<file path="config.mk">
export PLATFORM = sky130hd
export DESIGN_NAME = multi_channel_timer
export DESIGN_NICKNAME = d
export VERILOG_FILES = /design/src/rtl/multi_channel_timer.sv
export SDC_FILE = /design/constraint.sdc
export NUM_CORES = 1
export LEC_CHECK = 0
export CORE_MARGIN = 4
export CORE_UTILIZATION = 40
export DETAILED_ROUTE_END_ITERATION = 6
export PLACE_DENSITY = 0.71
export SYNTH_ARGS = -nofsm -noshare
export SYNTH_HDL_FRONTEND = slang
export SYNTH_SLANG_ARGS = --single-unit
export TNS_END_PERCENT = 5
</file>
<file path="constraint.sdc">
create_clock -name clock -period 8.1 [get_ports clock]
set_input_delay 1.215 -clock clock [delete_from_list [all_inputs] [get_ports clock]]
set_output_delay 1.215 -clock clock [all_outputs]
set_load 0.05 [all_outputs]
</file>
<file path="src/rtl/multi_channel_timer.sv">
// Multi-channel timer: a shared free-running prescaler feeds CHANNELS independent
// period counters, each emitting a one-cycle elapsed pulse per completed period.

// One timer channel: IDLE/RUNNING state, up-counter, latched period and mode.
module mct_channel #(
  parameter int WIDTH = 32
) (
  input  logic             clock,
  input  logic             reset_s2_n,
  input  logic             i_tick,
  input  logic             i_en,
  input  logic             i_start,
  input  logic             i_one_shot,
  input  logic [WIDTH-1:0] i_period,
  output logic             o_elapsed,
  output logic             o_running
);
  typedef enum logic {IDLE = 1'b0, RUN = 1'b1} state_t;

  state_t           r_state, w_state_nxt;
  logic [WIDTH-1:0] r_count, r_period_q, w_last;
  logic             r_mode_q, r_elapsed;
  logic             w_adv, w_term;

  // RUN implies period_q != 0, so period_q-1 never underflows while it matters.
  assign w_last = r_period_q - WIDTH'(1);
  assign w_adv  = (r_state == RUN) && i_en && i_tick;
  assign w_term = w_adv && (r_count == w_last);

  // State register
  always_ff @(posedge clock or negedge reset_s2_n) begin
    if (!reset_s2_n) r_state <= IDLE;
    else             r_state <= w_state_nxt;
  end

  // Next state: start dominates; a one-shot terminal count drops back to IDLE
  always_comb begin
    w_state_nxt = r_state;
    if (i_start)
      w_state_nxt = (i_period != '0) ? RUN : IDLE;
    else if (w_term && r_mode_q)
      w_state_nxt = IDLE;
  end

  // Datapath: latch on start, wrap and pulse on terminal, otherwise count
  always_ff @(posedge clock or negedge reset_s2_n) begin
    if (!reset_s2_n) begin
      r_count    <= '0;
      r_period_q <= '0;
      r_mode_q   <= 1'b0;
      r_elapsed  <= 1'b0;
    end else begin
      r_elapsed <= 1'b0;
      if (i_start) begin
        r_period_q <= i_period;
        r_mode_q   <= i_one_shot;
        r_count    <= '0;
      end else if (w_term) begin
        r_count   <= '0;
        r_elapsed <= 1'b1;
      end else if (w_adv) begin
        r_count <= r_count + WIDTH'(1);
      end
    end
  end

  // Outputs come straight from registers
  always_comb begin
    o_elapsed = r_elapsed;
    o_running = (r_state == RUN);
  end
endmodule

module multi_channel_timer #(
  parameter int CHANNELS = 4,
  parameter int WIDTH    = 32,
  parameter int PRESCALE = 1
) (
  input  logic                      clock,
  input  logic                      reset_s2_n,
  input  logic [CHANNELS-1:0]       enabled,
  input  logic [CHANNELS-1:0]       start,
  input  logic [CHANNELS-1:0]       one_shot,
  input  logic [CHANNELS*WIDTH-1:0] period,
  output logic [CHANNELS-1:0]       elapsed,
  output logic [CHANNELS-1:0]       running
);
  logic                             w_tick;
  logic [CHANNELS-1:0][WIDTH-1:0]   w_period;

  assign w_period = period;

  if (PRESCALE <= 1) begin : g_nops
    assign w_tick = 1'b1;
  end else begin : g_ps
    localparam int PSW = $clog2(PRESCALE);
    localparam logic [PSW-1:0] PS_LAST = PSW'(PRESCALE - 1);
    logic [PSW-1:0] r_ps;

    // Free-running prescaler, never disturbed by channel starts
    always_ff @(posedge clock or negedge reset_s2_n) begin
      if (!reset_s2_n)         r_ps <= '0;
      else if (r_ps == PS_LAST) r_ps <= '0;
      else                     r_ps <= r_ps + PSW'(1);
    end

    assign w_tick = (r_ps == PS_LAST);
  end

  for (genvar g = 0; g < CHANNELS; g++) begin : g_ch
    mct_channel #(.WIDTH(WIDTH)) u_ch (
      .clock      (clock),
      .reset_s2_n (reset_s2_n),
      .i_tick     (w_tick),
      .i_en       (enabled[g]),
      .i_start    (start[g]),
      .i_one_shot (one_shot[g]),
      .i_period   (w_period[g]),
      .o_elapsed  (elapsed[g]),
      .o_running  (running[g])
    );
  end
endmodule
</file>
### Yosys cells after proc, flatten, opt, wreduce, memory -nomap -nowiden

Cells that the tools add are included.
Widths: inputs -> output; s select.

* equality and inequality tests: 4
* mux-type cells: 32
* reduce and logical (&&, ||, !) cells: 24
* add/sub/neg operators: 8

Operator list (number)
* $mux 32: 12
* $add 32x1->32 const B: 4
* $eq 32x32->1: 4
* $reduce_bool 32->1: 4
* $sub 32x1->32 const B: 4
* $mux 1: 20
* $logic_and 1x1->1: 12
* $reduce_bool 3->1: 4
* $reduce_bool 2->1: 4

* flip-flop bits (word level): 268
* output and inout bits: 8
* input port bits: 142
* logic and storage cells: 88

### Depth between registers and ports, before layout

* depth in word-level cells: 6
* gate-level depth with buffers: 14
* depth with buffers taken out: 11

### Modules after synthesis

A second synthesis with hierarchy kept.

* cells, all modules: 1949
* area total of the unflattened synthesis: 18156.2 µm²

By module, submodules not included
* mct_channel at g_ch[0].u_ch ...: cells an instance 495, area each 4611.9 µm², times used 3
* mct_channel at g_ch[3].u_ch: cells an instance 463, area each 4316.6 µm², times used 1
* multi_channel_timer: cells an instance 1, area each 3.8 µm², times used 1

### Worst setup path after synthesis

OpenSTA, ideal clock, no wires.

* kind: input to register
* from: input enabled[3]
* to: register g_ch[3].u_ch.r_count[3]
* setup time: 0.121 ns
* slack: 4.757 ns
* data arrival time: 3.222 ns
* cell stages on the path: 9
* buffers on the path: 1
* cell sequence: nand4_1 or4_1 a2111oi_0 nand4_1 nor4_4 a21oi_2 buf_4 a21o_1 a22o_1

* cells in the longest elaborated chain, start to end: 4

RTL lines
* start: declaration: line 81 `input logic [CHANNELS-1:0] enabled,`
* $logic_and 1x1->1 *: line 27 `assign w_adv = (r_state == RUN) && i_en && i_tick;`
* $logic_and 1x1->1: line 28 `assign w_term = w_adv && (r_count == w_last);`
* $mux 32: line 58 `end else if (w_term) begin`
* $mux 32: line 54 `if (i_start) begin`
* end signal: assignment: line 62 `r_count <= r_count + WIDTH'(1);`
* end: declaration: line 21 `logic [WIDTH-1:0] r_count, r_period_q, w_last;`

Mark *: on every way between the ends. The rest lies on a longest branch, timed or not.
A chain may end at the register's enable or synchronous reset.

### Worst setup path in the final report

* from: register g_ch[2].u_ch.r_period_q[5]
* to: register g_ch[2].u_ch.r_count[20]

* cells in the longest elaborated chain, start to end: 5

RTL lines
* start: declaration: line 21
* start signal: assignment: line 55 `r_period_q <= i_period;`
* $sub 32x1->32 *: line 26 `assign w_last = r_period_q - WIDTH'(1);`
* $eq 32x32->1 *: line 28
* $logic_and 1x1->1 *: line 28
* $mux 32: line 58
* $mux 32: line 54
* end signal: assignment: line 62
* end: declaration: line 21

Marks and branches as above.

==> summary by stage <==
Critical path
The kind of launch point of the worst setup path is a flop. STA puts the critical path data arrival time at 4620 ps. The library cell contributing the largest single delay on the critical path is sky130_fd_sc_hd__a41o_1. The largest single stage delay on the critical path is 930 ps.

The gate family responsible for the most delay along the worst path is simple AND/OR/NAND/NOR gates. The kind of end point of the critical path is a flop. The classification of the worst setup path is reg2reg.

Of all nets on the critical path, the largest fanout is 29. Traced cell by cell, the critical path runs through or4_1 -> nor3_1 -> nand4_1 -> or4_1 -> o211ai_1 -> nand2_1 -> nor3_1 -> a41o_1 -> nor2_1. Counting both buffers and inverters, the worst setup path holds a total of 0. The data required time of the worst path is 8510 ps.

GRT
The maximum number of pins on one net before global-route repair is 77. The total routing resource utilization after global routing is 18.81%. The total overflow reported by the global router is 0. For met1 alone, demand over resource in global routing was 24.88%. The global-route layer with the greatest usage is met2. The wire length of the first global-routing pass is 75,570 um. The via count of the first global-routing pass was 15,140. The initial antenna violation count came to 0.

The met3 global-route usage is 2.560%. The met2 track demand over resource is 32.96%.

Synthesis
The combined area of all synthesized cells is 0.01730 mm2. Summing the areas of all fa, ha and maj instances in the mapped netlist gives 0.5785% of the synthesized area. The synthesized netlist devotes 11.85% of its cell area to compound gates. The post-synthesis xor/xnor area fraction is 9.112%.

The prevailing post-synth register cell is sky130_fd_sc_hd__dfrtp_1. Averaged over all synthesized cells, the footprint is 9.058 um2. The number of distinct standard cells referenced by the synthesized netlist is 79. Yosys mapped a number of flops with a built-in enable equal to 0.

The sequential-to-total area share from yosys stat is 38.76%. The main combinational cell family by area after synthesis is simple AND/OR/NAND/NOR gates. The number of storage elements in the synthesis netlist is 268. The mux cell area share after synthesis is 9.271%. Summing the areas of all and, or, nand and nor instances in the mapped netlist gives 26.59% of the synthesized area. The post-synthesis cell count is 1,910. The fraction of registers with async set or reset after synthesis is 100.0%. The number of nets in the synthesized netlist is 2,060. The number of synthesis warnings is 0.

Clock network
CTS placed an instance of sky130_fd_sc_hd__clkbuf_16 at the clock tree root. The worst-skew pair later-pin latency is 580 ps. In this run the number of H-tree levels came out at 1. The number of clock buffers inserted by TritonCTS is 31.

The post-CTS resize count is 0. After clock tree synthesis, the flow added hold-fix buffers numbering 0. The clock drives 268 sinks. Counting along the longest clock path gives a buffer depth of 3.

TritonCTS built the clock tree. The total setup buffers inserted after CTS is 0. After clock tree synthesis, the clock-pin slew on the worst setup and hold paths is 60 ps.

STA
Setup repair after global routing left no endpoint under its margin. The post-route clock period utilization is 52.00%. The worst path in the final design needs a cycle of 4212 ps, including I/O delays and setup.

The worst max-slew margin expressed relative to the limit is 28.86%. The final count of pins violating max slew is 0. The fmax is 237.4 MHz. The clock skew after layout is 16.48 ps. For the pin with the worst max-slew slack, the measured transition is 1067 ps.

The final number of setup-violating endpoints is 0. The setup total negative slack is 0 ps. The final hold violation count was 0.

Die
For this configuration, the core starts out at a cell density of 40.88%. The die boundary height is 216.0 um. The floorplan has 75 rows. The die outline width is 216.0 um. The region available for standard cell placement spans 0.04232 mm2.

The total I/O pin count is 150. The die covers 0.04665 mm2.

Routing
The DRC violation count after routing is 0. The count of TritonRoute iterations in the first routing pass is 5. Once detail routing completed, the nets flagged for antenna violations numbered 0. After detailed routing, the number of vias per cell comes to 5.812. In the final routed layout, each cell accounts on average for 17.42 um. The wire length after detailed routing is 45,120 um. The count of vias placed by the detailed router is 15,050.

For this block, the initial DRC count from the detailed router was 986.

Pwr
Per report_power, the sequential group accounts for 43.9% of the total. Combinational logic is responsible for 13.9% of the overall power. The peak ir drop on the vdd network is 0.0001549 V. The switching power total is 0.0009232 W.

Cell internal power was estimated by the tool at 0.002538 W. The net switching fraction of the power is 26.67%. The share of total power dissipated in the clock network is 42.1%.

The power density of the placed cells is 171.4 mW/mm2. Summed over all cells, the static leakage comes to 7.609 nW. Power comes to 0.003461 W.

Placement
The count of buffers added on input and output ports is 149. The HPWL reported at the end of detailed placement is 33,250 um. After detailed placement, the design holds a cell count of 2,535. Once placement finished, the instance area stood at 0.01914 mm2. The congestion estimate from routability-driven global placement came to 0.9179.

Layout
The final layout contains 2,141 nets. 0 antenna diodes ended up in the layout. The top cell types in the final layout, fill and taps aside, are 268 x sky130_fd_sc_hd__dfrtp_1, 182 x sky130_fd_sc_hd__nand2_1, 146 x sky130_fd_sc_hd__clkdlybuf4s50_1, 134 x sky130_fd_sc_hd__nor2_1, 122 x sky130_fd_sc_hd__mux2_2. The finished cells cover 0.02019 mm2. The layout cell share with drive strength beyond 1 is 11.67%. The area overhead of the layout relative to synthesis is 16.72%. The leading cell type in the layout, fill and taps excluded is sky130_fd_sc_hd__dfrtp_1. The number of cells in the finished layout apart from fillers is 2,590.

Run status
The run finished with clean final reports.

Run
Max-cap violations in this run came to 0.

Worst hold path
The worst min-delay path category is reg2reg.
cell families (layout without fill, tap and decap cells):
| family | after synthesis | in the layout |
|---|---|---|
| and+or+nand+nor | 859 | 859 |
| AOI/OAI and AO/OA | 293 | 293 |
| adders and majority gates | 8 | 8 |
| DFF | 268 | 268 |
| muxes | 145 | 145 |
| xor gates and xnor gates | 180 | 180 |
| buffers and inverters | 157 | 260 |
path summary, 6_finish.rpt:
path	start	to	slack, ps	depth (start not counted)
max	g_ch[2].u_ch.r_period_q[5]$_DFFE_PN0P_	g_ch[2].u_ch.r_count[20]$_DFFE_PN0P_	3890	9
max in group asynchronous	reset_s2_n	g_ch[3].u_ch.r_period_q[28]$_DFFE_PN0P_	6100	2
min in group asynchronous	reset_s2_n	g_ch[0].u_ch.r_period_q[18]$_DFFE_PN0P_	600	1
min reg2reg	g_ch[2].u_ch.r_mode_q$_DFFE_PN0P_	g_ch[2].u_ch.o_running$_DFFE_PN0P_	460	1
max reg2reg	g_ch[2].u_ch.r_period_q[5]$_DFFE_PN0P_	g_ch[2].u_ch.r_count[20]$_DFFE_PN0P_	3890	9
min	g_ch[2].u_ch.r_mode_q$_DFFE_PN0P_	g_ch[2].u_ch.o_running$_DFFE_PN0P_	460	1
layout make-up:
type	instances	area, um2
tap	577	721.9
inverter	41	153.9
sequential	268	6706
clock buffer	45	898.4
fill	3915	22130
timing repair buffer	164	1599
clock inverter	10	157.7
multi-input combinational	1485	9957
per-stage QoR:
| step | setup slack [ps] | utilization (%) | hold WS [ps] |
|---|---|---|---|
| 2_1_floorplan | 4757 | - | 430.4 |
| 3_5_place_dp | 3722 | 45.22 | 461.5 |
| 5_1_grt | 3486 | 47.72 | 480.3 |
| 3_3_place_gp | 3848 | 45.22 | 455.7 |
| 6_report | 3888 | 47.72 | 463.4 |
| 4_1_cts | 3898 | 47.72 | 469.8 |
metal layers:
layer / part of all wire, % / wire, um
met1: 44 / 20010
met2: 49 / 22210
met3: 4.3 / 1954
met4: 2.1 / 936
met5: 0 / 0
power groups by stage:
stage                     Clock, W  Combinational [W]  Sequential (W)
final                      0.00146           0.000482         0.00152
after global placement           0           0.000467         0.00154
after floorplan                  0           0.000325         0.00150
after CTS                  0.00150           0.000484         0.00152
after global routing       0.00155           0.000533         0.00153
after detailed placement         0           0.000481         0.00154
cell usage after synthesis, types with 23 or more instances:
cell type,number,area [um2]
sky130_fd_sc_hd__xor2_1,75,656.9
sky130_fd_sc_hd__o21ai_0,68,340.3
sky130_fd_sc_hd__o311ai_1,27,236.5
sky130_fd_sc_hd__or4_1,24,180.2
sky130_fd_sc_hd__inv_1,41,153.9
sky130_fd_sc_hd__or3_1,43,269.0
sky130_fd_sc_hd__nor3_1,59,295.3
sky130_fd_sc_hd__nor4_1,80,500.5
sky130_fd_sc_hd__nand2_1,182,683.2
sky130_fd_sc_hd__a21oi_1,41,205.2
sky130_fd_sc_hd__or2_2,25,156.4
sky130_fd_sc_hd__nand4_1,78,488.0
sky130_fd_sc_hd__clkbuf_1,85,319.1
sky130_fd_sc_hd__mux2i_1,23,230.2
sky130_fd_sc_hd__dfrtp_1,268,6706
sky130_fd_sc_hd__xnor2_1,105,919.6
sky130_fd_sc_hd__mux2_2,122,1374
sky130_fd_sc_hd__nor2_1,135,506.7
sky130_fd_sc_hd__and3_1,32,200.2
sky130_fd_sc_hd__nand3_1,101,505.5
flip-flops by register name (all words and copies together), names as in the netlist:
name / flops
g_ch.u_ch.o_elapsed: 4
g_ch.u_ch.r_count: 128
g_ch.u_ch.r_mode_q: 4
g_ch.u_ch.o_running: 4
g_ch.u_ch.r_period_q: 128
No activity file was read; power rests on OpenSTA's default activity.
